==> src/rtl/tone_src_pkg.sv <==
// Shared types and constants for the tone_src test-tone generator.
package tone_src_pkg;

  typedef enum logic [1:0] {
    WAVE_SQUARE = 2'd0,
    WAVE_SAW    = 2'd1,
    WAVE_TRI    = 2'd2,
    WAVE_ZERO   = 2'd3
  } wave_e;

  typedef enum logic {
    ST_IDLE = 1'b0,
    ST_RUN  = 1'b1
  } state_e;

  // Square levels sit at half scale so the waveform has headroom through a filter.
  function automatic int sq_pos_amp(input int sample_width);
    return (32'sd1 <<< (sample_width - 32'sd2)) - 32'sd1;
  endfunction

  function automatic int sq_neg_amp(input int sample_width);
    return -(32'sd1 <<< (sample_width - 32'sd2));
  endfunction

endpackage

==> src/rtl/tone_wave_shaper.sv <==
// Combinational mapping from accumulator phase to a signed sample for each wave shape.
module tone_wave_shaper
  import tone_src_pkg::*;
#(
  parameter int PHASE_WIDTH  = 32,
  parameter int SAMPLE_WIDTH = 8
) (
  input  logic [PHASE_WIDTH-1:0]         i_phase,
  input  wave_e                          i_wave,
  output logic signed [SAMPLE_WIDTH-1:0] o_sample
);

  localparam logic [SAMPLE_WIDTH-1:0] SQ_POS = SAMPLE_WIDTH'(sq_pos_amp(SAMPLE_WIDTH));
  localparam logic [SAMPLE_WIDTH-1:0] SQ_NEG = SAMPLE_WIDTH'(sq_neg_amp(SAMPLE_WIDTH));

  logic                    w_msb;
  logic [SAMPLE_WIDTH-1:0] w_u;
  logic [SAMPLE_WIDTH-1:0] w_f;
  logic                    w_unused_low;

  assign w_msb        = i_phase[PHASE_WIDTH-1];
  assign w_u          = i_phase[PHASE_WIDTH-2 -: SAMPLE_WIDTH];
  assign w_f          = w_msb ? ~w_u : w_u;
  assign w_unused_low = ^i_phase[PHASE_WIDTH-SAMPLE_WIDTH-2:0];

  // Offset-binary to two's complement is just an MSB flip for saw and triangle.
  always_comb begin
    o_sample = {SAMPLE_WIDTH{1'b0}};
    case (i_wave)
      WAVE_SQUARE: o_sample = w_msb ? SQ_NEG : SQ_POS;
      WAVE_SAW:    o_sample = {~w_msb, i_phase[PHASE_WIDTH-2 -: SAMPLE_WIDTH-1]};
      WAVE_TRI:    o_sample = {~w_f[SAMPLE_WIDTH-1], w_f[SAMPLE_WIDTH-2:0]};
      WAVE_ZERO:   o_sample = {SAMPLE_WIDTH{1'b0}};
      default:     o_sample = {SAMPLE_WIDTH{1'b0}};
    endcase
  end

endmodule

==> src/rtl/tone_src.sv <==
// Test-tone source: phase accumulator with linear sweep, strobe divider and burst/continuous control.
module tone_src
  import tone_src_pkg::*;
#(
  parameter int SAMPLE_WIDTH = 8,
  parameter int PHASE_WIDTH  = 32,
  parameter int DIV_WIDTH    = 16
) (
  input  logic                           clk,
  input  logic                           reset_n,
  input  logic [PHASE_WIDTH-1:0]         cfg_phase_inc,
  input  logic [PHASE_WIDTH-1:0]         cfg_sweep_inc,
  input  logic [DIV_WIDTH-1:0]           cfg_div,
  input  logic [1:0]                     cfg_wave,
  input  logic [31:0]                    cfg_count,
  input  logic                           start,
  input  logic                           stop,
  output logic signed [SAMPLE_WIDTH-1:0] out,
  output logic                           out_valid,
  output logic                           busy,
  output logic                           done
);

  state_e                         r_state;
  state_e                         w_state_nxt;
  logic [PHASE_WIDTH-1:0]         r_phase;
  logic [PHASE_WIDTH-1:0]         r_inc;
  logic [PHASE_WIDTH-1:0]         r_sweep;
  logic [DIV_WIDTH-1:0]           r_div;
  logic [DIV_WIDTH-1:0]           r_div_cnt;
  wave_e                          r_wave;
  logic [31:0]                    r_count;
  logic [31:0]                    r_smp_cnt;
  logic signed [SAMPLE_WIDTH-1:0] r_out;
  logic                           r_out_valid;
  logic                           r_done;

  logic                           w_start;
  logic                           w_emit;
  logic                           w_tick;
  logic                           w_last;
  logic [31:0]                    w_smp_nxt;
  logic signed [SAMPLE_WIDTH-1:0] w_shaped;

  tone_wave_shaper #(
    .PHASE_WIDTH  (PHASE_WIDTH),
    .SAMPLE_WIDTH (SAMPLE_WIDTH)
  ) u_shaper (
    .i_phase  (r_phase),
    .i_wave   (r_wave),
    .o_sample (w_shaped)
  );

  // FSM state register.
  always_ff @(posedge clk or negedge reset_n) begin
    if (!reset_n) begin
      r_state <= ST_IDLE;
    end else begin
      r_state <= w_state_nxt;
    end
  end

  // Next-state logic; stop always wins over start and over burst completion.
  always_comb begin
    w_state_nxt = r_state;
    case (r_state)
      ST_IDLE: begin
        if (start && !stop) begin
          w_state_nxt = ST_RUN;
        end else begin
          w_state_nxt = ST_IDLE;
        end
      end
      ST_RUN: begin
        if (stop || w_last) begin
          w_state_nxt = ST_IDLE;
        end else begin
          w_state_nxt = ST_RUN;
        end
      end
      default: w_state_nxt = ST_IDLE;
    endcase
  end

  // FSM-derived control strobes for the datapath.
  always_comb begin
    w_start   = 1'b0;
    w_emit    = 1'b0;
    w_tick    = 1'b0;
    w_smp_nxt = r_smp_cnt + 32'd1;
    case (r_state)
      ST_IDLE: w_start = start && !stop;
      ST_RUN: begin
        if (!stop) begin
          w_emit = (r_div_cnt == {DIV_WIDTH{1'b0}});
          w_tick = (r_div_cnt != {DIV_WIDTH{1'b0}});
        end else begin
          w_emit = 1'b0;
          w_tick = 1'b0;
        end
      end
      default: w_start = 1'b0;
    endcase
    w_last = w_emit && (r_count != 32'd0) && (w_smp_nxt == r_count);
  end

  // Configuration latch, accumulator, divider and sample counter.
  always_ff @(posedge clk or negedge reset_n) begin
    if (!reset_n) begin
      r_phase   <= {PHASE_WIDTH{1'b0}};
      r_inc     <= {PHASE_WIDTH{1'b0}};
      r_sweep   <= {PHASE_WIDTH{1'b0}};
      r_div     <= {DIV_WIDTH{1'b0}};
      r_div_cnt <= {DIV_WIDTH{1'b0}};
      r_wave    <= WAVE_SQUARE;
      r_count   <= 32'd0;
      r_smp_cnt <= 32'd0;
    end else if (w_start) begin
      r_phase   <= {PHASE_WIDTH{1'b0}};
      r_inc     <= cfg_phase_inc;
      r_sweep   <= cfg_sweep_inc;
      r_div     <= cfg_div;
      r_div_cnt <= {DIV_WIDTH{1'b0}};
      r_wave    <= wave_e'(cfg_wave);
      r_count   <= cfg_count;
      r_smp_cnt <= 32'd0;
    end else if (w_emit) begin
      r_phase   <= r_phase + r_inc;
      r_inc     <= r_inc + r_sweep;
      r_div_cnt <= r_div;
      r_smp_cnt <= w_smp_nxt;
    end else if (w_tick) begin
      r_div_cnt <= r_div_cnt - {{(DIV_WIDTH-1){1'b0}}, 1'b1};
    end
  end

  // Registered sample output; the value holds between strobes.
  always_ff @(posedge clk or negedge reset_n) begin
    if (!reset_n) begin
      r_out       <= {SAMPLE_WIDTH{1'b0}};
      r_out_valid <= 1'b0;
      r_done      <= 1'b0;
    end else begin
      r_out_valid <= w_emit;
      r_done      <= w_last;
      if (w_emit) begin
        r_out <= w_shaped;
      end
    end
  end

  assign out       = r_out;
  assign out_valid = r_out_valid;
  assign done      = r_done;
  assign busy      = (r_state == ST_RUN);

endmodule

==> config.mk <==
export PLATFORM = sky130hd
export DESIGN_NAME = tone_src
export DESIGN_NICKNAME = d
export VERILOG_FILES = /design/src/rtl/tone_src_pkg.sv /design/src/rtl/tone_wave_shaper.sv /design/src/rtl/tone_src.sv
export SDC_FILE = /design/constraint.sdc
export NUM_CORES = 1
export LEC_CHECK = 0
export CAP_MARGIN = 20
export CORE_UTILIZATION = 52
export CTS_CLUSTER_DIAMETER = 40
export DETAILED_ROUTE_END_ITERATION = 12
export MAX_ROUTING_LAYER = met4
export PLACE_DENSITY_LB_ADDON = 0.3
export SYNTH_ARGS = -nofsm -noshare
export SYNTH_HDL_FRONTEND = slang
export SYNTH_SLANG_ARGS = --single-unit
export TNS_END_PERCENT = 10
==> constraint.sdc <==
create_clock -name clk -period 2.7 [get_ports clk]
set_input_delay 0.54 -clock clk [delete_from_list [all_inputs] [get_ports clk]]
set_output_delay 0.54 -clock clk [all_outputs]
set_load 0.005 [all_outputs]
# Yosys cells after proc, flatten, opt, wreduce, memory -nomap -nowiden

Index checks and enable logic that the tools add are counted.

Register bits: 205
Input bits: 118
Output and inout port bits: 11
Logic and storage cells: 55

$add $sub $neg: 4
Equal/unequal tests: 4
Multiplexer cells: 20
Bitwise logic cells: 4
Reduce and logical (&&, ||, !) cells: 11

Operators with widths:

| kind                    | number |
|---|---|
| $mux W32                | 6 |
| $add A32 B32 Y32        | 2 |
| $mux W16                | 3 |
| $add A32 B1 Y32 const B | 1 |
| $eq A32 B32 Y1          | 1 |
| $pmux W8 S4             | 1 |
| $reduce_bool A32 Y1     | 1 |
| $logic_not A16 Y1       | 1 |
| $mux W8                 | 2 |
| $reduce_bool A16 Y1     | 1 |
| $sub A16 B1 Y16 const B | 1 |
| $not A8 Y8              | 1 |
| $mux W1                 | 7 |
| $eq A2 B2 Y1 const B    | 2 |
| $logic_and A1 B1 Y1     | 3 |
| $not A1 Y1              | 3 |
| $reduce_bool A3 Y1      | 1 |
| $eq A2 B1 Y1 const B    | 1 |
| $logic_not A2 Y1        | 1 |
| $pmux W1 S2             | 1 |
| $reduce_bool A2 Y1      | 1 |
| $logic_not A1 Y1        | 1 |
| $logic_or A1 B1 Y1      | 1 |

# Logic depth before layout (Yosys ltp)

Word-level depth: 8
Mapped depth: 14
Gate-level depth less buffers: 14

# Hierarchy

From an unflattened synthesis, not the netlist that was laid out.

Cells, all modules: 1559
Area, all modules: 12899.9 um2

Modules (own cells, without submodules):

| module           | instances | cells an instance | area an instance (um2) | seq. area each (um2) |
|---|---|---|---|---|
| tone_src         | 1         | 1527              | 12625.9                | 5129.9 |
| tone_wave_shaper | 1         | 32                | 274.0                  | 0.0 |

# Worst setup path before layout

OpenSTA, ideal clock, no wires.

Path kind: register -> register
Start: register r_inc[0]
End: register r_phase[30]
Library setup time: 130 ps
Arrival: 2690 ps
Required time: 2570 ps
Setup slack: -120 ps
Stages on the path, launching flop included: 15
Path buffers: 0
Clock period less this slack: 2820 ps
Path through: dfrtp_1 ha_1 inv_1 fa_1 nor2b_1 o31a_1 o21ai_2 o31ai_1 nand3_1 a31oi_1 a221o_1 a21o_1 a21oi_1 xnor2_1 o21ai_1

Cells in the longest elaborated chain, start to end: 3

Ends and longest elaborated chain:

| element                | line            | source |
|---|---|---|
| from (decl)            | tone_src.sv:27  | `logic [PHASE_WIDTH-1:0] r_inc;` |
| from (signal assigned) | tone_src.sv:111 | `r_inc <= {PHASE_WIDTH{1'b0}};` |
| from (signal assigned) | tone_src.sv:120 | `r_inc <= cfg_phase_inc;` |
| from (signal assigned) | tone_src.sv:129 | `r_inc <= r_inc + r_sweep;` |
| $add A32 B32 Y32       | tone_src.sv:128 | `r_phase <= r_phase + r_inc;` |
| $mux W32               | tone_src.sv:127 | `end else if (w_emit) begin` |
| $mux W32               | tone_src.sv:118 | `end else if (w_start) begin` |
| to (signal assigned)   | tone_src.sv:110 | `r_phase <= {PHASE_WIDTH{1'b0}};` |
| to (signal assigned)   | tone_src.sv:119 | `r_phase <= {PHASE_WIDTH{1'b0}};` |
| to (signal assigned)   | tone_src.sv:128 |  |
| to (decl)              | tone_src.sv:26  | `logic [PHASE_WIDTH-1:0] r_phase;` |

No other way between the ends. The select of a mux whose other input is x is not followed.
A chain may end at the register's enable or synchronous reset.

# Final worst setup path

Start: register r_inc[9]
End: register r_phase[30]

The elaborated chain is that of the path after synthesis.

==> results_dict.tcl <==
set metrics [dict create \
    cp_cell_sequence "ha_1, a211oi_2, nor3_1, a211oi_2, o31ai_4, nand3_2, a31oi_4, a221o_1, a21o_1, a21oi_2, xnor2_1, o21ai_1" \
    grt_use_met2_pct 50.0 \
    grt_setup_unrepaired "yes" \
    ir_worst_vdd_uv 898 \
    dpl_cell_area_um2 15000 \
    synth-async-reset-ratio_pct 100 \
    reg2reg_depth 12 \
    reg2reg_to "r_phase[30]$_DFFE_PN0P_" \
    period_needed_ns 2.83 \
    r2r_start "r_inc[9]$_DFFE_PN0P_" \
    syn-num-nets 1660 \
    crit_slowest_cell "dfrtp_1" \
    max-slew-margin-rel_pct 57.4 \
    clk_latency_ns 0.52 \
    final_area_um2 16800 \
    cts.clk_slew.worst_paths_ns 0.05 \
    synth_edf_count 0 \
    cp.arrival_ns 3.20 \
    grt_pass1_vias 11800 \
    grt_util_met1_pct 35.3 \
    crit_path_frequent_cell "a211oi_2" \
    violations "negative setup slack" \
    whs_path_depth 2 \
    gp_congestion 0.926 \
    track_usage_pct 29.4 \
    drc_errors 0 \
    dr_total_vias 11900 \
    yosysSeqAreaShare_pct 40.8 \
    power_uw 15000 \
    io_buffers 128 \
    wl_um 34700 \
    wl_per_cell_um 16.9 \
    setup_violations 9 \
    h-tree-depth 2 \
    end_kind "flop" \
    slew_viol_final 0 \
    syn_area_per_cell_um2 8.51 \
    clockBufferDepth 3 \
    die-area_um2 24800 \
    power_leakage_uw 0.00800 \
    viasPerCell 5.76 \
    core-area_um2 23600 \
    dieHeight_um 157 \
    grt_max_degree 87 \
    rrSetupSlack_ns -0.13 \
    min_from "out[4]$_DFFE_PN0P_" \
    finalCritPeriodShare_pct 105 \
    place_ws_ns -0.288 \
    synthDistinctLibCells 73 \
    core.rowCount 56 \
    layout.nets 1899 \
    worstSetupStartpointType "flop" \
    grt_busiest_layer "met2" \
    final_cell_mix "311 x nand2_1, 205 x dfrtp_1, 149 x o21ai_0, 142 x buf_4, 127 x clkdlybuf4s50_1" \
    critPathKind "flop to flop" \
    num_antenna_cells 0 \
    dp_hpwl_um 23400 \
    drtPass1Iterations 7 \
    dieWidth_um 157 \
    cts_tree "built" \
    drive_above_1_share_pct 16.8 \
    ios 129 \
    grt_util_met3_pct 4.54 \
    antenna_left 0 \
    worstHoldPathType "flop to flop" \
    cts_made_buffers 36 \
    p_per_area_nw_per_um2 894 \
    synthFlopType "dfrtp_1" \
    fmax_mhz 354 \
    synthCells 1475 \
    grt_pass1_wl_um 56600 \
    critPathRequiredTime_ns 3.07 \
    cp_slowest_stage_delay_ns 0.41 \
    critical_path.max_fanout 4 \
    antenna_found_initial 0 \
    syn_area_um2 12600 \
    worst_pin_slew_ns 0.637 \
    maxCapViolCount 0 \
    drtIter0Drc 966 \
    start_util_pct 53.2 \
    gr-total-overflow 0 \
    whs_endpoint "out[4]$_DFFE_PN0P_" \
    finalWorstSetupSlack_ns -0.127 \
    hold_viol 0 \
    yosysWarnings 0 \
    area_growth_syn_to_layout_pct 33.4 \
    skew_ns 0.0208 \
    cts-root-buf "clkbuf_16" \
    final_common_cell "nand2_1" \
    synth-seq-cells 205 \
    outcome "finished, violations left" \
    clkSinkCount 205 \
    fin_worst_hold_slack_ns 0.474 \
]
synthesized netlist by cell type, drive strengths merged (23+ instances only):
cell type / count / area share (%)
nor2: 64 / 2.0
a21o: 42 / 2.5
a21oi: 80 / 3.2
dfrtp: 205 / 41
ha: 65 / 6.5
o31ai: 24 / 1.4
a22oi: 27 / 1.6
clkbuf: 62 / 1.9
o21ai: 168 / 6.7
xor2: 42 / 2.9
nand3: 65 / 2.6
nand2: 315 / 9.5
and3: 23 / 1.3
xnor2: 64 / 4.5
worst max-delay path, delay by kind of cell, from the launching register on:
kind	cells	cell delay (ns)
AO/OA/AOI/OAI	8	1.55
adder cells (fa/ha/maj)	1	0.36
XOR/XNOR	1	0.12
AND/OR/NAND/NOR	2	0.25
flip-flops	1	0.41
metrics by stage:
stage	setup TNS [ns]	util, %	instances
after floorplan	0	-	1475
after global placement	-2.23	63.6	1972
after detailed placement	-4.33	63.6	1973
after CTS	-0.602	70.2	2051
after global routing	-2.12	70.9	2059
final	-0.456	70.9	2059
area by class of cell:
| cell class | count | area [µm²] |
|---|---|---|
| clock buffers | 43 | 968 |
| clock inverters | 21 | 305 |
| fillers | 1743 | 6860 |
| inverters | 18 | 67.6 |
| multi-input cells | 1174 | 7380 |
| flip-flops and latches | 205 | 5130 |
| well taps | 319 | 399 |
| repair buffers | 279 | 2500 |
flip-flops by register name, summed over array words and instances, names as in the netlist:
name / flops
r_inc: 32
busy: 1
r_div_cnt: 16
out_valid: 1
out: 8
r_phase: 32
done: 1
r_wave: 2
r_count: 32
r_smp_cnt: 32
r_sweep: 32
r_div: 16
cell families after synthesis:
kind of cell | share of synthesized area (%)
AO/OA/AOI/OAI | 20.4
multiplexers | 0.249
XOR/XNOR | 7.39
adder cells (fa/ha/maj) | 6.79
buffers and inverters | 3.03
flip-flops | 40.8
AND/OR/NAND/NOR | 21.3
where the power goes:
part | internal (µW) | switching, µW | leakage, µW
logic | 2900 | 2960 | 0.00470
registers | 3700 | 592 | 0.00266
clock network | 3240 | 1590 | 0.000628
total | 9840 | 5140 | 0.00800
timing repair:
item | 4_1_cts | 5_1_grt
hold buffers | 1 | 0
endpoints found under the setup margin | 19 | 27
resized for setup | 38 | 36
endpoints found under the hold margin | 41 | 0
buffers inserted | 13 | 8
pin swaps | 21 | 33
how the worst max path moves through the flow:
| stage | start | to | slack (ns) |
|---|---|---|---|
| finish | r_inc[9]$_DFFE_PN0P_ | r_phase[30]$_DFFE_PN0P_ | -0.13 |
| floorplan | r_phase[7]$_DFFE_PN0P_ | r_phase[30]$_DFFE_PN0P_ | 0.0008 |
| global route | r_inc[9]$_DFFE_PN0P_ | r_phase[30]$_DFFE_PN0P_ | -0.22 |
| detailed placement | r_inc[0]$_DFFE_PN0P_ | r_phase[24]$_DFFE_PN0P_ | -0.29 |
| global placement | r_inc[4]$_DFFE_PN0P_ | r_inc[29]$_DFFE_PN0P_ | -0.22 |
| CTS | r_inc[0]$_DFFE_PN0P_ | r_inc[28]$_DFFE_PN0P_ | -0.12 |
per-layer routing:
layer,part of all wire (%),wire length [µm]
met5,0,0
met4,3.0,1040
met3,5.2,1820
met2,50,17200
met1,42,14700
Power figures use the tool's default switching activity.
